**src/rtl/uart_cmd_rx_pkg.sv**
```systemverilog
// Shared definitions for the command UART receiver and the ADC power FSM.
// Holds the command byte codes, the frame width and the receiver state
// encoding, plus the tick divisor calculation used at elaboration.
package uart_cmd_rx_pkg;

  localparam logic [7:0] CMD_ADC_ON  = 8'h4F;
  localparam logic [7:0] CMD_ADC_OFF = 8'h6F;

  localparam int DATA_BITS = 8;

  typedef enum logic [2:0] {
    IDLE  = 3'd0,
    START = 3'd1,
    DATA  = 3'd2,
    STOP  = 3'd3,
    BREAK = 3'd4
  } rx_state_e;

  // Clock cycles per oversample tick, rounded to nearest.
  function automatic int calc_divisor(input int clk_freq, input int baud,
                                      input int oversample);
    return (clk_freq + (baud * oversample) / 2) / (baud * oversample);
  endfunction

endpackage

```
**src/rtl/uart_cmd_rx_if.sv**
```systemverilog
// Receiver-side bundle: serial input plus the received byte and its strobes.
//   RxD          serial line, idles high
//   Data         last good received byte
//   DataValid    one-cycle strobe when Data is updated
//   FramingError one-cycle strobe when a stop bit is sampled low
//   Busy         high while a frame is in progress
// master: the line driver / byte consumer; slave: the receiver.
interface uart_cmd_rx_if;
  logic       RxD;
  logic [7:0] Data;
  logic       DataValid;
  logic       FramingError;
  logic       Busy;

  modport master (output RxD, input Data, DataValid, FramingError, Busy);
  modport slave  (input RxD, output Data, DataValid, FramingError, Busy);
endinterface

```
**src/rtl/uart_baud_tick.sv**
```systemverilog
// Oversample tick generator. Counts 0..DIVISOR-1 while Enable is high and
// pulses Tick for one cycle on the terminal count. Dropping Enable clears
// the count so the tick phase restarts from the next enable.
//   Clock  system clock
//   Reset  asynchronous active-low reset
//   Enable count enable; counter held at 0 when low
//   Tick   one-cycle pulse every DIVISOR enabled cycles
module uart_baud_tick #(
  parameter int DIVISOR = 4
) (
  input  logic Clock,
  input  logic Reset,
  input  logic Enable,
  output logic Tick
);

  localparam int CW = (DIVISOR > 1) ? $clog2(DIVISOR) : 1;
  localparam logic [CW-1:0] TC = CW'(DIVISOR - 1);

  logic [CW-1:0] cnt_q, cnt_d;

  always_comb begin
    cnt_d = cnt_q;
    if (!Enable || cnt_q == TC) cnt_d = '0;
    else                        cnt_d = cnt_q + 1'b1;
  end

  assign Tick = Enable && (cnt_q == TC);

  always_ff @(posedge Clock or negedge Reset) begin
    if (!Reset) cnt_q <= '0;
    else        cnt_q <= cnt_d;
  end

endmodule

```
**src/rtl/uart_cmd_rx.sv**
```systemverilog
// 8N1 command receiver with 16x (configurable) oversampling. Converts the
// host RxD line into bytes for the ADC power FSM.
//   Clock  system clock, rising edge
//   Reset  asynchronous active-low reset
//   bus    slave side of uart_cmd_rx_if (RxD in; Data, DataValid,
//          FramingError, Busy out)
//
// state | meaning
// IDLE  | line idle, waiting for a low level on rxs
// START | confirming the start bit at its mid-point (glitch rejection)
// DATA  | sampling 8 data bits at mid-bit, LSB first
// STOP  | sampling the stop bit; high -> byte out, low -> framing error
// BREAK | line held low after a bad stop bit, waiting for it to go high
module uart_cmd_rx
  import uart_cmd_rx_pkg::*;
#(
  parameter int CLK_FREQ   = 100_000_000,
  parameter int BAUD       = 115200,
  parameter int OVERSAMPLE = 16
) (
  input  logic          Clock,
  input  logic          Reset,
  uart_cmd_rx_if.slave  bus
);

  localparam int DIVISOR = calc_divisor(CLK_FREQ, BAUD, OVERSAMPLE);
  localparam int OW = $clog2(OVERSAMPLE);
  localparam int BW = $clog2(DATA_BITS);
  localparam logic [OW-1:0] MID     = OW'(OVERSAMPLE / 2 - 1);
  localparam logic [BW-1:0] LAST_BIT = BW'(DATA_BITS - 1);

  if (DIVISOR < 2) begin : g_div_chk
    $error("uart_cmd_rx: DIVISOR below 2, clock too slow for BAUD*OVERSAMPLE");
  end
  if (OVERSAMPLE < 4 || (OVERSAMPLE & (OVERSAMPLE - 1)) != 0) begin : g_os_chk
    $error("uart_cmd_rx: OVERSAMPLE must be a power of 2 and at least 4");
  end

  logic                 rx_meta_q, rxs_q;
  rx_state_e            state_q, state_d;
  logic [OW-1:0]        os_cnt_q, os_cnt_d;
  logic [BW-1:0]        bit_idx_q, bit_idx_d;
  logic [DATA_BITS-1:0] shift_q, shift_d;
  logic [DATA_BITS-1:0] data_q, data_d;
  logic                 data_valid_q, data_valid_d;
  logic                 framing_error_q, framing_error_d;
  logic                 busy_q, busy_d;
  logic                 tick, mid_bit;

  // Tick phase restarts on every exit from IDLE, locking sampling to the
  // detected start edge.
  uart_baud_tick #(.DIVISOR(DIVISOR)) u_baud_tick (
    .Clock  (Clock),
    .Reset  (Reset),
    .Enable (state_q != IDLE),
    .Tick   (tick)
  );

  assign mid_bit = tick && (os_cnt_q == MID);

  always_comb begin
    state_d         = state_q;
    os_cnt_d        = os_cnt_q;
    bit_idx_d       = bit_idx_q;
    shift_d         = shift_q;
    data_d          = data_q;
    data_valid_d    = 1'b0;
    framing_error_d = 1'b0;

    // Free-running wrap keeps later samples on the mid-bit phase found
    // during START.
    if (tick) os_cnt_d = os_cnt_q + 1'b1;

    case (state_q)
      IDLE: begin
        os_cnt_d  = '0;
        bit_idx_d = '0;
        if (!rxs_q) state_d = START;
      end
      START: begin
        if (mid_bit) begin
          if (rxs_q) state_d = IDLE;
          else begin
            state_d   = DATA;
            bit_idx_d = '0;
          end
        end
      end
      DATA: begin
        if (mid_bit) begin
          shift_d = {rxs_q, shift_q[DATA_BITS-1:1]};
          if (bit_idx_q == LAST_BIT) state_d = STOP;
          else                       bit_idx_d = bit_idx_q + 1'b1;
        end
      end
      STOP: begin
        // Return to IDLE at mid-stop so a start edge half a bit later is seen.
        if (mid_bit) begin
          if (rxs_q) begin
            data_d       = shift_q;
            data_valid_d = 1'b1;
            state_d      = IDLE;
          end else begin
            framing_error_d = 1'b1;
            state_d         = BREAK;
          end
        end
      end
      BREAK: begin
        if (rxs_q) state_d = IDLE;
      end
      default: state_d = IDLE;
    endcase

    busy_d = (state_d != IDLE);
  end

  always_ff @(posedge Clock or negedge Reset) begin
    if (!Reset) begin
      rx_meta_q       <= 1'b1;
      rxs_q           <= 1'b1;
      state_q         <= IDLE;
      os_cnt_q        <= '0;
      bit_idx_q       <= '0;
      shift_q         <= '0;
      data_q          <= '0;
      data_valid_q    <= 1'b0;
      framing_error_q <= 1'b0;
      busy_q          <= 1'b0;
    end else begin
      rx_meta_q       <= bus.RxD;
      rxs_q           <= rx_meta_q;
      state_q         <= state_d;
      os_cnt_q        <= os_cnt_d;
      bit_idx_q       <= bit_idx_d;
      shift_q         <= shift_d;
      data_q          <= data_d;
      data_valid_q    <= data_valid_d;
      framing_error_q <= framing_error_d;
      busy_q          <= busy_d;
    end
  end

  assign bus.Data         = data_q;
  assign bus.DataValid    = data_valid_q;
  assign bus.FramingError = framing_error_q;
  assign bus.Busy         = busy_q;

endmodule
```
**src/flat_wrapper.sv**
```systemverilog
// flat-port wrapper written by rule: the top's interface ports become plain ports
module uart_cmd_rx_flat import uart_cmd_rx_pkg::*;
#(
  parameter int CLK_FREQ   = 100_000_000,
  parameter int BAUD       = 115200,
  parameter int OVERSAMPLE = 16
)
  (Clock, Reset, bus_RxD, bus_Data, bus_DataValid, bus_FramingError, bus_Busy);
  uart_cmd_rx_if bus_i ();
  input  logic Clock;
  input  logic Reset;
  input wire logic [$bits(bus_i.RxD)-1:0] bus_RxD;
  output wire logic [$bits(bus_i.Data)-1:0] bus_Data;
  output wire logic [$bits(bus_i.DataValid)-1:0] bus_DataValid;
  output wire logic [$bits(bus_i.FramingError)-1:0] bus_FramingError;
  output wire logic [$bits(bus_i.Busy)-1:0] bus_Busy;
  assign bus_i.RxD = bus_RxD;
  assign bus_Data = bus_i.Data;
  assign bus_DataValid = bus_i.DataValid;
  assign bus_FramingError = bus_i.FramingError;
  assign bus_Busy = bus_i.Busy;
  uart_cmd_rx #(.CLK_FREQ(CLK_FREQ), .BAUD(BAUD), .OVERSAMPLE(OVERSAMPLE)) u_core (.Clock(Clock), .Reset(Reset), .bus(bus_i));
endmodule
```
**config.mk**
```make
export PLATFORM = sky130hd
export DESIGN_NAME = uart_cmd_rx_flat
export DESIGN_NICKNAME = d
export VERILOG_FILES = /design/src/rtl/uart_cmd_rx_pkg.sv /design/src/rtl/uart_cmd_rx_if.sv /design/src/rtl/uart_baud_tick.sv /design/src/rtl/uart_cmd_rx.sv /design/src/flat_wrapper.sv
export SDC_FILE = /design/constraint.sdc
export NUM_CORES = 1
export LEC_CHECK = 0
export ABC_AREA = 0
export BUFFER_PORTS_ARGS = -buffer_cell sky130_fd_sc_hd__buf_2
export CAP_MARGIN = 20
export CORE_ASPECT_RATIO = 0.6
export CORE_MARGIN = 2
export CORE_UTILIZATION = 45
export DETAILED_ROUTE_END_ITERATION = 10
export GPL_TIMING_DRIVEN = 0
export SYNTH_ARGS = -nofsm -noshare
export SYNTH_HDL_FRONTEND = slang
export SYNTH_HIERARCHICAL = 1
export SYNTH_SLANG_ARGS = --single-unit
export TNS_END_PERCENT = 1
```
**constraint.sdc**
```tcl
create_clock -name Clock -period 3.5 [get_ports Clock]
set_clock_uncertainty 0.15 [all_clocks]
set_input_delay 0.7 -clock Clock [delete_from_list [all_inputs] [get_ports Clock]]
set_output_delay 0.7 -clock Clock [all_outputs]
set_load 0.02 [all_outputs]
```
==> summary.md <==
• **run status** finished clean
• **mux cell area share after synthesis** 13.39%
• **mean number of vias per cell** 5.041
• **area occupied by multi-input gates** 651.9 um2
• **capture endpoint of the worst hold path** u_core/rxs_q$_DFF_PN1_
• **Min-Delay Path Depth** 0
• **total area of sequential cells** 928.4 um2
• **count of buffers from port buffering** 13
• **first-pass GRT wire length** 4664 um
• **worst-case register-to-register setup slack** 0.80 ns
• **power density over cell area** 389.3 nW/um2
• **most common cell after layout, fill and taps aside** sky130_fd_sc_hd__dfrtp_1
• **H-tree Lvls** 2
• **die outline width** 82.04 um
• **crit share post-route** 77.17%
• **sequential-to-total area share from yosys stat** 56.47%
• **Final Instance Area** 1848 um2
• **antenna violations before repair** 0
• **via count of the first global-routing pass** 1005
• **combinational family with the most area after synthesis** simple AND/OR/NAND/NOR gates
• **startpoint of the most critical hold path** u_core/rx_meta_q$_DFF_PN1_
• **total track usage** 15.40%
• **WP data arrival** 2.72 ns
• **share of cells above drive strength 1** 34.90%
• **relative slew slack** 47.74%
• **type of origin of the critical path** flop
• **vias** 978
• **number of maximum-capacitance violations** 0
• **Syn Std Cell Area** 1644 um2
• **classification of the worst-slack hold path** reg2reg
• **number of nets with antenna violations after routing** 0
• **fraction of synthesized cell area in xor and xnor cells** 3.196%
• **pins over their slew limit** 0
• **synthesized-area fraction occupied by ao, oa, aoi and oai cells** 5.251%
• **gr ovfl total** 0
• **type of the worst setup path** reg2reg
• **Layout Area Growth over Synthesis** 12.40%
• **minimum setup slack after placement** 0.8027 ns
• **leading cell types in the layout, fill and taps excluded** sky130_fd_sc_hd__dfrtp_1, sky130_fd_sc_hd__buf_2, sky130_fd_sc_hd__mux2_2
• **Final Wtd Congestion** 0.6839
• **final-report hold violation count** 0
• **number of placed I/O pins** 14
• **worst path setup slack after routing** 0.7990 ns
• **cell count after synthesis** 128
• **WL per Instance** 13.59 um
• **LEAKAGE** 0.9268 nW
• **actual slew at the worst max-slew pin** 0.7838 ns
• **mean cell area of the mapped netlist** 12.84 um2
• **Routed Wire Length** 2637 um
• **pin count of the biggest net entering global routing** 38
• **hold_buf cts** 0
• **share of synthesized cell area in full adder, half adder and majority cells** 3.805%
• **simple-gate share of the synthesized area** 14.00%
• **clk root buf** sky130_fd_sc_hd__clkbuf_8
• **DRC** 0
• **die footprint** 4169 um2
• **TritonCTS clock tree** yes
• **CTS clock-pin slew for the worst setup and hold paths** 0.07 ns
• **Finished Layout Cells** 194
• **reg-to-reg critical path endpoint** u_core/shift_q[3]$_DFFE_PN0P_
• **sink count of the clock tree** 37
• **synthesis warning total** 6
• **placeable core region** 3363 um2
• **Post-CTS Setup Bufs** 0
• **nature of the critical path endpoint** flop
• **worst flop-to-flop path startpoint** u_core/state_q[1]$_DFF_PN0_
• **number of setup violations in the final report** 0
• **number of diodes** 0
• **Post-DP Area** 1765 um2
• **row count** 16
• **floorplan die height** 50.82 um
• **Synth Net Count** 136
• **highest achievable clock rate** 370.2 MHz
• **setup repair after global routing missed its margin** false
• **Critical Path Fanout Max** 9
• **DRC violation total after the first TritonRoute iteration** 18
• **CTS Buffer Depth** 2
• **cts repair resizes** 0
• **number of iterations in the first detailed-routing pass** 3
• **Post-DP HPWL** 1832 um
• **number of inserted filler cells in the final layout** 292
• **Fin Setup TNS** 0 ns
• **crit path time final** 2.701 ns
• **FF+latch count, synth** 37
• **number of clock buffers inserted by TritonCTS** 5
• **VDD IR-drop max** 0.0002298 V
• **worst-case reg-to-reg path depth** 10
• **data required time of the critical path** 3.52 ns
• **Post-Place Cells** 186
• **number of distinct library cell variants in the gate-level netlist after synthesis** 38
• **worst skew pair latency** 0.28 ns
• **Initial Utilization** 48.88%
• **Net count, final** 156
-- area by class of cell --
| cell class | instances | share of cell area [%] |
|---|---|---|
| repair buffers | 13 | 3.521 |
| well taps | 45 | 3.047 |
| flip-flops and latches | 37 | 50.24 |
| multi-input cells | 79 | 35.27 |
| inverters | 6 | 1.219 |
| plain buffers | 6 | 2.234 |
| clock inverters | 2 | 0.5416 |
| clock buffers | 6 | 3.927 |
-- Yosys cell counts --
cell type / number / area [um2]
sky130_fd_sc_hd__and4b_1: 1 / 10.01
sky130_fd_sc_hd__nand2_1: 6 / 22.52
sky130_fd_sc_hd__nor3b_2: 1 / 12.51
sky130_fd_sc_hd__buf_6: 1 / 11.26
sky130_fd_sc_hd__nor3_1: 2 / 10.01
sky130_fd_sc_hd__nand3_1: 2 / 10.01
sky130_fd_sc_hd__o21ai_2: 1 / 8.760
sky130_fd_sc_hd__a311oi_1: 1 / 8.760
sky130_fd_sc_hd__nand4_4: 1 / 21.27
sky130_fd_sc_hd__xor2_1: 3 / 26.28
sky130_fd_sc_hd__dfrtp_1: 35 / 875.8
sky130_fd_sc_hd__a21oi_2: 1 / 8.760
sky130_fd_sc_hd__dfstp_2: 2 / 52.55
sky130_fd_sc_hd__nand2_8: 1 / 20.02
sky130_fd_sc_hd__buf_4: 2 / 15.01
sky130_fd_sc_hd__a211oi_1: 1 / 7.510
sky130_fd_sc_hd__nand4b_1: 2 / 17.52
sky130_fd_sc_hd__and2b_1: 1 / 7.510
sky130_fd_sc_hd__a32oi_1: 1 / 8.760
sky130_fd_sc_hd__a21oi_1: 2 / 10.01
sky130_fd_sc_hd__o21ai_0: 2 / 10.01
sky130_fd_sc_hd__a22oi_1: 1 / 7.510
sky130_fd_sc_hd__inv_1: 6 / 22.52
sky130_fd_sc_hd__or3_1: 1 / 6.260
sky130_fd_sc_hd__nor3_2: 1 / 10.01
sky130_fd_sc_hd__nor2_1: 12 / 45.04
sky130_fd_sc_hd__ha_1: 5 / 62.56
sky130_fd_sc_hd__nand2b_1: 1 / 6.260
sky130_fd_sc_hd__o22a_1: 1 / 8.760
sky130_fd_sc_hd__xnor2_1: 3 / 26.28
sky130_fd_sc_hd__nor4b_1: 1 / 8.760
sky130_fd_sc_hd__nand2_2: 1 / 6.260
sky130_fd_sc_hd__nand3_2: 1 / 10.01
sky130_fd_sc_hd__buf_2: 3 / 15.01
sky130_fd_sc_hd__o21a_1: 1 / 7.510
sky130_fd_sc_hd__mux2_2: 16 / 180.2
sky130_fd_sc_hd__nand4_1: 1 / 6.260
sky130_fd_sc_hd__mux2i_1: 4 / 40.04
-- state kept, by name (all words and copies together) (netlist names) --
register	flops
u_core/rx_meta_q	1
u_core/rxs_q	1
u_core/bus.Data	8
u_core/bit_idx_q	3
u_core/bus.FramingError	1
u_core/bus.DataValid	1
u_core/bus.Busy	1
u_core/os_cnt_q	4
u_core/state_q	3
u_core/u_baud_tick/cnt_q	6
u_core/shift_q	8
-- worst max-delay path: stages (launching register included) --
cell and delay (ns):
sky130_fd_sc_hd__dfrtp_1 0.36, sky130_fd_sc_hd__buf_2 0.16, sky130_fd_sc_hd__nor3_1 0.51, sky130_fd_sc_hd__inv_1 0.21, sky130_fd_sc_hd__inv_1 0.09, sky130_fd_sc_hd__nor3_1 0.05, sky130_fd_sc_hd__buf_4 0.16, sky130_fd_sc_hd__and4b_1 0.20
sky130_fd_sc_hd__buf_6 0.14, sky130_fd_sc_hd__nand2_2 0.18, sky130_fd_sc_hd__mux2_2 0.37
-- worst max-delay path by stage --
| stage | slack (ns) | from | to | cells after the start |
|---|---|---|---|---|
| finish | 0.80 | u_core/state_q[1]$_DFF_PN0_ | u_core/shift_q[3]$_DFFE_PN0P_ | 10 |
| global route | 0.62 | u_core/state_q[1]$_DFF_PN0_ | u_core/bus.Data[0]$_DFFE_PN0P_ | 10 |
| floorplan | 1.15 | u_core/state_q[0]$_DFF_PN0_ | u_core/bus.Data[0]$_DFFE_PN0P_ | 10 |
| global placement | 0.82 | u_core/state_q[0]$_DFF_PN0_ | u_core/shift_q[4]$_DFFE_PN0P_ | 10 |
| detailed placement | 0.80 | u_core/state_q[1]$_DFF_PN0_ | u_core/shift_q[3]$_DFFE_PN0P_ | 10 |
| CTS | 0.78 | u_core/state_q[1]$_DFF_PN0_ | u_core/shift_q[3]$_DFFE_PN0P_ | 10 |
-- power by group --
part           total [W]  internal (W)  leakage [nW]  switching, W
clock network   0.000278      0.000138        0.0450      0.000140
logic          0.0000118    0.00000175         0.392     0.0000100
registers       0.000430      0.000430         0.490   0.000000228
-- layer usage --
layer / vias up / routed length [um] / global-route usage [%]
met5: - / 0 / 0
met2: 11 / 1218 / 23.58
met4: 0 / 41 / 6.667
met3: 5 / 97 / 5.830
met1: 482 / 1280 / 19.56
li1: 480 / - / -
-- kinds of logic after synthesis --
logic type / after synthesis
xor+xnor: 6
buf+inv: 12
fa+ha+maj: 5
compound gates: 12
flops: 37
simple gates: 36
mux: 20
-- stage by stage --
| stage | hold slack, ns | total power (W) | utilization, % |
|---|---|---|---|
| after global routing | 0.2088 | 0.0007554 | 54.95 |
| final | 0.2064 | 0.0007194 | 54.95 |
| after floorplan | 0.1952 | 0.0004405 | - |
| after global placement | 0.1969 | 0.0004502 | 52.49 |
| after CTS | 0.2072 | 0.0007366 | 54.95 |
| after detailed placement | 0.1969 | 0.0004506 | 52.49 |
Note: power is estimated with default switching activity, not from simulation.
